File: config.mk
export PLATFORM = sky130hd
export DESIGN_NAME = ex_muldiv_unit
export DESIGN_NICKNAME = d
export VERILOG_FILES = /design/src/rtl/muldiv_pkg.sv /design/src/rtl/muldiv_div_step.sv /design/src/rtl/ex_muldiv_unit.sv
export SDC_FILE = /design/constraint.sdc
export NUM_CORES = 1
export LEC_CHECK = 0
export ABC_AREA = 1
export ABC_CLOCK_PERIOD_IN_PS = 4500
export BUFFER_PORTS_ARGS = -buffer_cell sky130_fd_sc_hd__buf_2
export CORE_ASPECT_RATIO = 0.5
export CORE_MARGIN = 1
export CORE_UTILIZATION = 30
export DETAILED_ROUTE_END_ITERATION = 16
export GPL_ROUTABILITY_DRIVEN = 0
export HOLD_SLACK_MARGIN = 0.12
export PLACE_DENSITY = 0.46
export RECOVER_POWER = 100
export SKIP_CTS_REPAIR_TIMING = 1
export SYNTH_ARGS = -nofsm -noshare
export SYNTH_HDL_FRONTEND = slang
export SYNTH_HIERARCHICAL = 1
export SYNTH_SLANG_ARGS = --single-unit
File: constraint.sdc
create_clock -name CLK -period 4.5 [get_ports CLK]
set_input_delay 0.675 -clock CLK [delete_from_list [all_inputs] [get_ports CLK]]
set_output_delay 0.675 -clock CLK [all_outputs]
set_load 0.05 [all_outputs]
File: src/rtl/muldiv_pkg.sv
// Shared definitions for the RV32M multiply/divide unit: FUNC3 opcodes and FSM state encoding.
package muldiv_pkg;

    localparam logic [2:0] F3_MUL    = 3'b000;
    localparam logic [2:0] F3_MULH   = 3'b001;
    localparam logic [2:0] F3_MULHSU = 3'b010;
    localparam logic [2:0] F3_MULHU  = 3'b011;
    localparam logic [2:0] F3_DIV    = 3'b100;
    localparam logic [2:0] F3_DIVU   = 3'b101;
    localparam logic [2:0] F3_REM    = 3'b110;
    localparam logic [2:0] F3_REMU   = 3'b111;

    typedef enum logic [1:0] {
        ST_IDLE = 2'd0,
        ST_MUL  = 2'd1,
        ST_DIV  = 2'd2,
        ST_DONE = 2'd3
    } state_t;

endpackage

File: src/rtl/muldiv_div_step.sv
// One restoring-division step: shift {rem,quo} left by one and conditionally subtract the divisor.
module muldiv_div_step #(
    parameter int XLEN = 32
) (
    input  logic [XLEN-1:0] rem_in,
    input  logic [XLEN-1:0] quo_in,
    input  logic [XLEN-1:0] divisor,
    output logic [XLEN-1:0] rem_out,
    output logic [XLEN-1:0] quo_out
);

    logic [XLEN:0] shifted;
    logic [XLEN:0] trial;

    // rem < divisor on entry, so shifted < 2*divisor and the borrow lands in trial[XLEN]
    assign shifted = {rem_in, quo_in[XLEN-1]};
    assign trial   = shifted - {1'b0, divisor};
    assign rem_out = trial[XLEN] ? shifted[XLEN-1:0] : trial[XLEN-1:0];
    assign quo_out = {quo_in[XLEN-2:0], ~trial[XLEN]};

endmodule

File: src/rtl/ex_muldiv_unit.sv
// Multi-cycle RV32M multiply/divide unit for the EX stage.
// Define MULDIV_FAST_MUL_EN for a single-cycle '*' multiply; otherwise multiply is iterative shift-add.
module ex_muldiv_unit
    import muldiv_pkg::*;
#(
    parameter int XLEN = 32
) (
    input  logic            CLK,
    input  logic            RESET,
    input  logic            FLUSH,
    input  logic            HOLD,
    input  logic            START,
    input  logic [2:0]      FUNC3,
    input  logic [XLEN-1:0] OPERAND_A,
    input  logic [XLEN-1:0] OPERAND_B,
    output logic            BUSY,
    output logic            RESULT_VALID,
    output logic [XLEN-1:0] RESULT
);

    localparam int CW = $clog2(XLEN);

    state_t          state, state_next;
    logic [CW-1:0]   cnt;
    logic [2:0]      f3_r;
    logic            neg_q_r, neg_r_r;
    logic [XLEN-1:0] hi_r, lo_r, opb_r;
    logic [XLEN-1:0] result_r, result_next;
    logic            valid_r;

    function automatic logic [2*XLEN-1:0] cond_neg_wide(input logic [2*XLEN-1:0] v, input logic neg);
        return neg ? -v : v;
    endfunction

    function automatic logic [XLEN-1:0] cond_neg(input logic [XLEN-1:0] v, input logic neg);
        return neg ? -v : v;
    endfunction

    function automatic logic [XLEN-1:0] mul_sel(input logic [2*XLEN-1:0] prod, input logic [2:0] f3);
        return (f3 == F3_MUL) ? prod[XLEN-1:0] : prod[2*XLEN-1:XLEN];
    endfunction

    function automatic logic [XLEN-1:0] div_sel(input logic [XLEN-1:0] q, input logic [XLEN-1:0] r,
                                                input logic [2:0] f3, input logic nq, input logic nr);
        return f3[1] ? cond_neg(r, nr) : cond_neg(q, nq);
    endfunction

    // Operand decode: signed ops are reduced to magnitudes plus sign flags
    logic            a_sgn, b_sgn, a_neg, b_neg;
    logic [XLEN-1:0] a_mag, b_mag;
    logic            div_zero, div_ovf;
    logic [XLEN-1:0] special_res;

    assign a_sgn    = (FUNC3 == F3_MULH) | (FUNC3 == F3_MULHSU) | (FUNC3 == F3_DIV) | (FUNC3 == F3_REM);
    assign b_sgn    = (FUNC3 == F3_MULH) | (FUNC3 == F3_DIV) | (FUNC3 == F3_REM);
    assign a_neg    = a_sgn & OPERAND_A[XLEN-1];
    assign b_neg    = b_sgn & OPERAND_B[XLEN-1];
    assign a_mag    = a_neg ? -OPERAND_A : OPERAND_A;
    assign b_mag    = b_neg ? -OPERAND_B : OPERAND_B;
    assign div_zero = (OPERAND_B == '0);
    assign div_ovf  = FUNC3[2] & ~FUNC3[0] & (OPERAND_A == {1'b1, {(XLEN-1){1'b0}}}) & (OPERAND_B == '1);

    // Zero divisor: Q=all-ones, R=dividend. Overflow: Q=dividend (-2^31), R=0.
    always_comb begin
        special_res = '0;
        if (div_zero) special_res = FUNC3[1] ? OPERAND_A : '1;
        else          special_res = FUNC3[1] ? '0 : OPERAND_A;
    end

    logic [XLEN-1:0] step_rem, step_quo;

    muldiv_div_step #(.XLEN(XLEN)) u_div_step (
        .rem_in  (hi_r),
        .quo_in  (lo_r),
        .divisor (opb_r),
        .rem_out (step_rem),
        .quo_out (step_quo)
    );

    // Shift-add multiply: add multiplicand into the high half when the low bit is set, then shift right
    logic [XLEN:0]   mul_sum;
    logic [XLEN-1:0] mul_hi, mul_lo;

    assign mul_sum = {1'b0, hi_r} + (lo_r[0] ? {1'b0, opb_r} : '0);
    assign mul_hi  = mul_sum[XLEN:1];
    assign mul_lo  = {mul_sum[0], lo_r[XLEN-1:1]};

`ifdef MULDIV_FAST_MUL_EN
    logic [2*XLEN-1:0] fast_prod;
    assign fast_prod = {{XLEN{1'b0}}, a_mag} * {{XLEN{1'b0}}, b_mag};
`endif

    logic last;
    assign last = (cnt == CW'(XLEN-1));

    always_comb begin
        state_next  = state;
        result_next = result_r;
        case (state)
            ST_IDLE: begin
                if (START) begin
                    if (FUNC3[2]) begin
                        if (div_zero | div_ovf) begin
                            state_next  = ST_DONE;
                            result_next = special_res;
                        end else begin
                            state_next = ST_DIV;
                        end
                    end else begin
`ifdef MULDIV_FAST_MUL_EN
                        state_next  = ST_DONE;
                        result_next = mul_sel(cond_neg_wide(fast_prod, a_neg ^ b_neg), FUNC3);
`else
                        state_next  = ST_MUL;
`endif
                    end
                end
            end
            ST_MUL: begin
                if (last) begin
                    state_next  = ST_DONE;
                    result_next = mul_sel(cond_neg_wide({mul_hi, mul_lo}, neg_q_r), f3_r);
                end
            end
            ST_DIV: begin
                if (last) begin
                    state_next  = ST_DONE;
                    result_next = div_sel(step_quo, step_rem, f3_r, neg_q_r, neg_r_r);
                end
            end
            ST_DONE: begin
                if (!HOLD) state_next = ST_IDLE;
            end
            default: state_next = ST_IDLE;
        endcase
        if (FLUSH) begin
            state_next  = ST_IDLE;
            result_next = result_r;
        end
    end

    assign BUSY = ~RESET & (((state == ST_IDLE) & START) | (state == ST_MUL) | (state == ST_DIV));

    always_ff @(posedge CLK) begin
        if (RESET) begin
            state    <= ST_IDLE;
            cnt      <= '0;
            result_r <= '0;
            valid_r  <= 1'b0;
        end else begin
            state    <= state_next;
            result_r <= result_next;
            valid_r  <= (state_next == ST_DONE);
            if ((state == ST_MUL) || (state == ST_DIV)) cnt <= cnt + 1'b1;
            else                                        cnt <= '0;
        end
    end

    // Datapath registers carry no reset; they are always loaded on START before use
    always_ff @(posedge CLK) begin
        if ((state == ST_IDLE) && START) begin
            f3_r    <= FUNC3;
            neg_q_r <= a_neg ^ b_neg;
            neg_r_r <= a_neg;
            hi_r    <= '0;
            lo_r    <= a_mag;
            opb_r   <= b_mag;
        end else if (state == ST_MUL) begin
            hi_r <= mul_hi;
            lo_r <= mul_lo;
        end else if (state == ST_DIV) begin
            hi_r <= step_rem;
            lo_r <= step_quo;
        end
    end

    assign RESULT_VALID = valid_r;
    assign RESULT       = result_r;

endmodule
-- Word-level counts from Yosys, hierarchy flattened
Cells that the tools add are included.
- register bits after elaboration: 141
- input bits: 72
- output and inout port bits: 34
- bitwise operators: 21
- $add $sub $neg: 8
- mux-type cells: 30
- eq/ne operators: 16
- reductions and logical operators: 11
- operators with widths (operator ; number):
    $mux 32 ; 21
    $neg 32->32 ; 4
    $pmux 32 s3 ; 1
    $eq 32x32->1 const B ; 2
    $mux 64 ; 1
    $neg 64->64 ; 1
    $add 32x32->33 ; 1
    $sub 33x32->33 ; 1
    $logic_not 32->1 ; 1
    $mux 2 ; 5
    $ne 2x2->1 const B ; 5
    $or 1x1->1 ; 8
    $and 1x1->1 ; 7
    $reduce_and 7->1 ; 1
    $eq 2x2->1 const B ; 3
    $eq 3x3->1 const B ; 2
    $pmux 2 s3 ; 1
    $reduce_bool 3->1 ; 2
    $add 5x1->5 const B ; 1
    $eq 5x5->1 const B ; 1
    $not 1->1 ; 5
    $reduce_or 2->1 ; 2
    $eq 3x1->1 const B ; 1
    $eq 3x2->1 const B ; 1
    other kinds (8) ; 8

-- Depth between registers and ports, before layout
- word-level depth: 11
- depth in mapped cells: 37
- gate-level depth less buffers: 36

-- Cells and area by module
Netlist, hierarchy kept.
- modules (own cells, without submodules) (module ; cells each ; sequential area each (µm²) ; instances ; area an instance (µm²)):
    ex_muldiv_unit ; 2623 ; 3513.4 ; 1 ; 15511.1
    muldiv_div_step ; 711 ; 0.0 ; 1 ; 3383.2

-- Least setup slack after synthesis
No wires, ideal clock.
- path type: reg-to-reg
- start point: register lo_r[31]
- end point: register result_r[24], in the netlist RESULT[24]
- clock period less this slack: 3984 ps
- slack: 516 ps
- data arrival time: 3867 ps
- stages on the path, launching flop included: 36
- data required time: 4383 ps
- library setup time: 117 ps
- cells stage by stage: edfxtp_1 -> inv_1 -> ha_1 -> fa_1 -> inv_1 -> nand2_1 -> nand2_1 -> nand3_1 -> nand2_2 -> nand2_1 -> nand2_2 -> nand2_2 -> nand3_1 -> nand2_4 -> buf_4 -> nand2_1 -> nand2_1 -> inv_1 -> ha_1 -> inv_1 -> nor3_1 -> nand2_1 -> nor2_1 -> nand2_1 -> nor2_2 -> nand3_1 -> o21ai_2 -> o21ai_0 -> a21oi_1 -> o21ai_0 -> nand3_1 -> nand2_1 -> inv_1 -> nand2_1 -> nand2_1 -> a21oi_1
- longest elaborated chain between the ends: 7
- elaborated cells between the ends (all ways): 14
- those cells by class: add/sub: 4; mux: 9; bitwise: 1
- RTL lines (element ; RTL line ; source):
    start: declaration ; ex_muldiv_unit.sv:27 ; logic [XLEN-1:0] hi_r, lo_r, opb_r;
    start signal: assignment ; ex_muldiv_unit.sv:166 ; lo_r <= a_mag;
    start signal: assignment ; ex_muldiv_unit.sv:170 ; lo_r <= mul_lo;
    start signal: assignment ; ex_muldiv_unit.sv:173 ; lo_r <= step_quo;
    $sub 33x32->33 ; muldiv_div_step.sv:17 ; assign trial = shifted - {1'b0, divisor};
    $mux 32 (*) ; muldiv_div_step.sv:18 ; assign rem_out = trial[XLEN] ? shifted[XLEN-1:0] : trial[XLEN-1:0];
    via step_rem[0] ; ex_muldiv_unit.sv:70 ; logic [XLEN-1:0] step_rem, step_quo;
    $neg 32->32 (*) ; ex_muldiv_unit.sv:36 ; return neg ? -v : v;
    $mux 32 (*) ; ex_muldiv_unit.sv:36 ;
    $mux 32 (*) ; ex_muldiv_unit.sv:45 ; return f3[1] ? cond_neg(r, nr) : cond_neg(q, nq);
    $mux 32 (*) ; ex_muldiv_unit.sv:126 ; if (last) begin
    $pmux 32 s3 (*) ; ex_muldiv_unit.sv:99 ; case (state)
    end signal: assignment ; ex_muldiv_unit.sv:152 ; result_r <= result_next;
    end: declaration ; ex_muldiv_unit.sv:28 ; logic [XLEN-1:0] result_r, result_next;
The timed path passes the listed nets; every way through them passes the cells marked *. The select of a mux whose other input is x is not followed.
A chain may end at the register's enable or synchronous reset.

-- Worst setup path after layout
- start point: register state[0]
- end point: register hi_r[22]
- longest elaborated chain between the ends: 2
- elaborated cells between the ends (all ways): 6
- those cells by class: eq/ne: 2; mux: 1; reduce/logical: 3
- RTL lines (element ; RTL line ; source):
    start: declaration ; ex_muldiv_unit.sv:23 ; state_t state, state_next;
    start signal: assignment ; ex_muldiv_unit.sv:151 ; state <= state_next;
    $eq 2x1->1 (tied with other cells) ; ex_muldiv_unit.sv:168 ; end else if (state == ST_MUL) begin
    $mux 32 (tied with other cells) ; ex_muldiv_unit.sv:168 ;
    end signal: assignment ; ex_muldiv_unit.sv:169 ; hi_r <= mul_hi;
    end signal: assignment ; ex_muldiv_unit.sv:172 ; hi_r <= step_rem;
    end: declaration ; ex_muldiv_unit.sv:27 ;
Several ways; a longest one is shown, not always the timed one.

==> metrics.txt <==
io pins 106; synthesized area 18900 um^2; antenna cells 0; Hold Startpoint cnt[0]$_SDFF_PP0_; # Max-Cap Violations 3; drt total wl 82200 um; Period minus WS final 4.38 ns; DRC errors left 0; CTS tree built; worst min-delay path class flop to flop; vias in the first global route 19900; combinational power share 51.1%; highest achievable clock rate 0.229 GHz; Skew-Pair Late Insertion Delay 0.48 ns; Pre-antenna DRT Iters 5; dominant combinational cell family by area after synthesis simple AND/OR/NAND/NOR gates; vias 21800; pwr dens 312 nW/um^2; compound-gate portion of the synthesized area 18.4%; CTS Buf Count 17; Yosys Warn Count 6; Root Driver clkbuf_16; crit path capture hi_r[22]$_SDFFE_PP0N_; post-synthesis adder-cell area fraction 5.43%; fin area 21300 um^2; grt ovf 0; Post-Syn Nets 3486; synthesis-to-layout area growth 12.5%; initial antenna violation count 1; clk slew on worst S/H paths 0.07 ns; CP Max Fanout 69; fin worst setup slack 0.124 ns; reg2reg start state[0]$_SDFF_PP0_; Final Hold Viols 0; H-tree Lvls 4; core area 61700 um^2; crit path kind flop to flop; Switching Power 3210 uW; Final Setup Violations 0; first-pass GRT wire length 123000 um; Final Skew 0.0122 ns; Critical path origin state[0]$_SDFF_PP0_; Internal Power 3430 uW; Die Y 179 um; clock share of power 23.3%; crit path DAT 4.68 ns; die width 357 um; crit start category flop; Avg Vias per Cell 5.09; Initial Util 30.6%; layout cells sized above 1 10.8%; register bit total from synthesis 141; routed length on met2 33500 um; PortBufs 105; post-synthesis mux area share 0%; Mapped Cells 3334; failing checks max-capacitance violations, max-slew violations; die area 64000 um^2; clk sinks 141; RSZ-0062 raised after global routing yes; row count 64; leakage power 0.0107 uW; largest net degree at the start of global routing 84; DR top layer met5; Setup Slack @ Placement 0.0286 ns; nets 3602; Critical Path RT 4.81 ns; Worst slew margin -38.4%; Post-synth EDFFs 69; xor and xnor area share after synthesis 2.40%; flop-to-flop setup slack 0.12 ns; endpoint class of the critical path flop; Flop pwr share 25.6%; Clock Tree Buf Depth 2; Netlist cell types 67; Net Sw Frac 48.4%; Worst Max-Slew Pin Slew 2.08 ns; Worst Reg2Reg Path Length in Cells 7; syn avg cell area 5.67 um^2; worst r2r dst hi_r[22]$_SDFFE_PP0N_; gr usage total 25.3%; met3 WL post-DR 5500 um; met1 WL 41800 um; Post-Synth Simple-Gate Area 40.7%; sequential-to-total area share from yosys stat 18.6%; Final ANT Viol Nets 0; Final HPWL DP 66200 um; placed cell area 20700 um^2; ys async rst share 0%; drt initial violations 2122; Slew Limit Fails 133; status complete, but fails checks; average wire per standard cell 19.2 um; final cycle utilization of the critical path 97.2%; Most used DFF post-synth dfxtp_1; maximum vdd drop 0.000321 V
==> registers in the layout, summed over array words and instances (netlist names) <==
register,flops
hi_r,32
neg_q_r,1
f3_r,3
state,2
neg_r_r,1
RESULT,32
cnt,5
opb_r,32
RESULT_VALID,1
lo_r,32
==> worst min-delay path by stage <==
| stage | end | depth (start not counted) |
|---|---|---|
| 5_1_grt | cnt[0]$_SDFF_PP0_ | 1 |
| 4_1_cts | f3_r[1]$_DFFE_PP_ | 1 |
| 3_5_place_dp | cnt[0]$_SDFF_PP0_ | 1 |
| 3_3_place_gp | cnt[0]$_SDFF_PP0_ | 1 |
| 6_report | cnt[0]$_SDFF_PP0_ | 1 |
| 2_1_floorplan | cnt[0]$_SDFF_PP0_ | 1 |
==> metrics by stage <==
step	util, %	total power (uW)	hold slack (ns)	setup TNS, ns	instances
after floorplan	-	3810	0.418	0	3334
after global placement	33.6	4970	0.428	0	4254
after detailed placement	33.6	4960	0.437	0	4254
after CTS	34.5	6540	0.388	-0.0212	4286
after global routing	34.5	7050	0.478	-0.0696	4288
final	34.5	6640	0.444	0	4288
==> final cells by class <==
| cell class | instances | area (um^2) |
|---|---|---|
| multi-input combinational | 2531 | 12700 |
| tap | 825 | 1030 |
| clock buffer | 18 | 450 |
| inverter | 525 | 1970 |
| sequential | 141 | 3510 |
| timing repair buffer | 234 | 1450 |
| clock inverter | 14 | 156 |
| fill | 7051 | 40400 |
==> power groups by stage <==
stage / registers (uW) / clock network, uW / logic [uW]
after floorplan: 1640 / 0 / 2160
after detailed placement: 1710 / 0 / 3250
after CTS: 1690 / 1580 / 3270
after global placement: 1720 / 0 / 3260
final: 1700 / 1550 / 3400
after global routing: 1710 / 1620 / 3720
==> placed cells by master, fill, tap and decap left out, types with 44 or more instances in the layout <==
cell | netlist | layout
ha_1 | 78 | 75
a21oi_1 | 265 | 265
clkbuf_1 | 71 | 44
o21ai_0 | 264 | 261
nor3_1 | 68 | 70
nand4_1 | 44 | 44
dfxtp_1 | 72 | 72
buf_2 | 3 | 66
nand2_1 | 1022 | 1018
buf_4 | 36 | 120
edfxtp_1 | 69 | 69
inv_1 | 501 | 497
nor2_1 | 272 | 270
nand3_1 | 216 | 212
==> cells in the mapped netlist, drive strengths merged, types with 9 or more instances <==
master,count,area share [%]
nand3,227,6.3
nand4,47,1.7
dfxtp,72,7.6
clkbuf,79,1.9
or2,10,0.34
inv,516,10
buf,58,2.1
o211ai,33,1.3
nor2,301,6.7
o21ai,277,7.4
clkinv,9,0.19
nand2,1063,22
a21oi,274,7.4
ha,78,5.2
nor3,80,2.5
o21bai,10,0.46
xnor2,14,0.69
xor2,37,1.7
nor4,9,0.30
edfxtp,69,11
nand3b,11,0.46
==> kinds of logic after synthesis <==
family,Yosys count
xor gates and xnor gates,51
buffers and inverters,662
AOI/OAI and AO/OA,638
and+or+nand+nor,1761
adders and majority gates,81
DFF,141
==> per-layer routing <==
metal,GRT usage (%),vias to the layer above
met2,36.9,719
met4,5.32,2
met5,0,-
met3,2.90,57
met1,39.3,10100
li1,-,11000
==> critical path, cell delays in order, from the launching register on <==
cell	delay, ns
dfxtp_1	0.42
inv_1	0.13
ha_2	0.21
nand2_1	0.05
clkbuf_1	0.87
inv_4	0.52
clkbuf_2	1.07
a21oi_1	0.85
No activity file was read; power rests on OpenSTA's default activity.
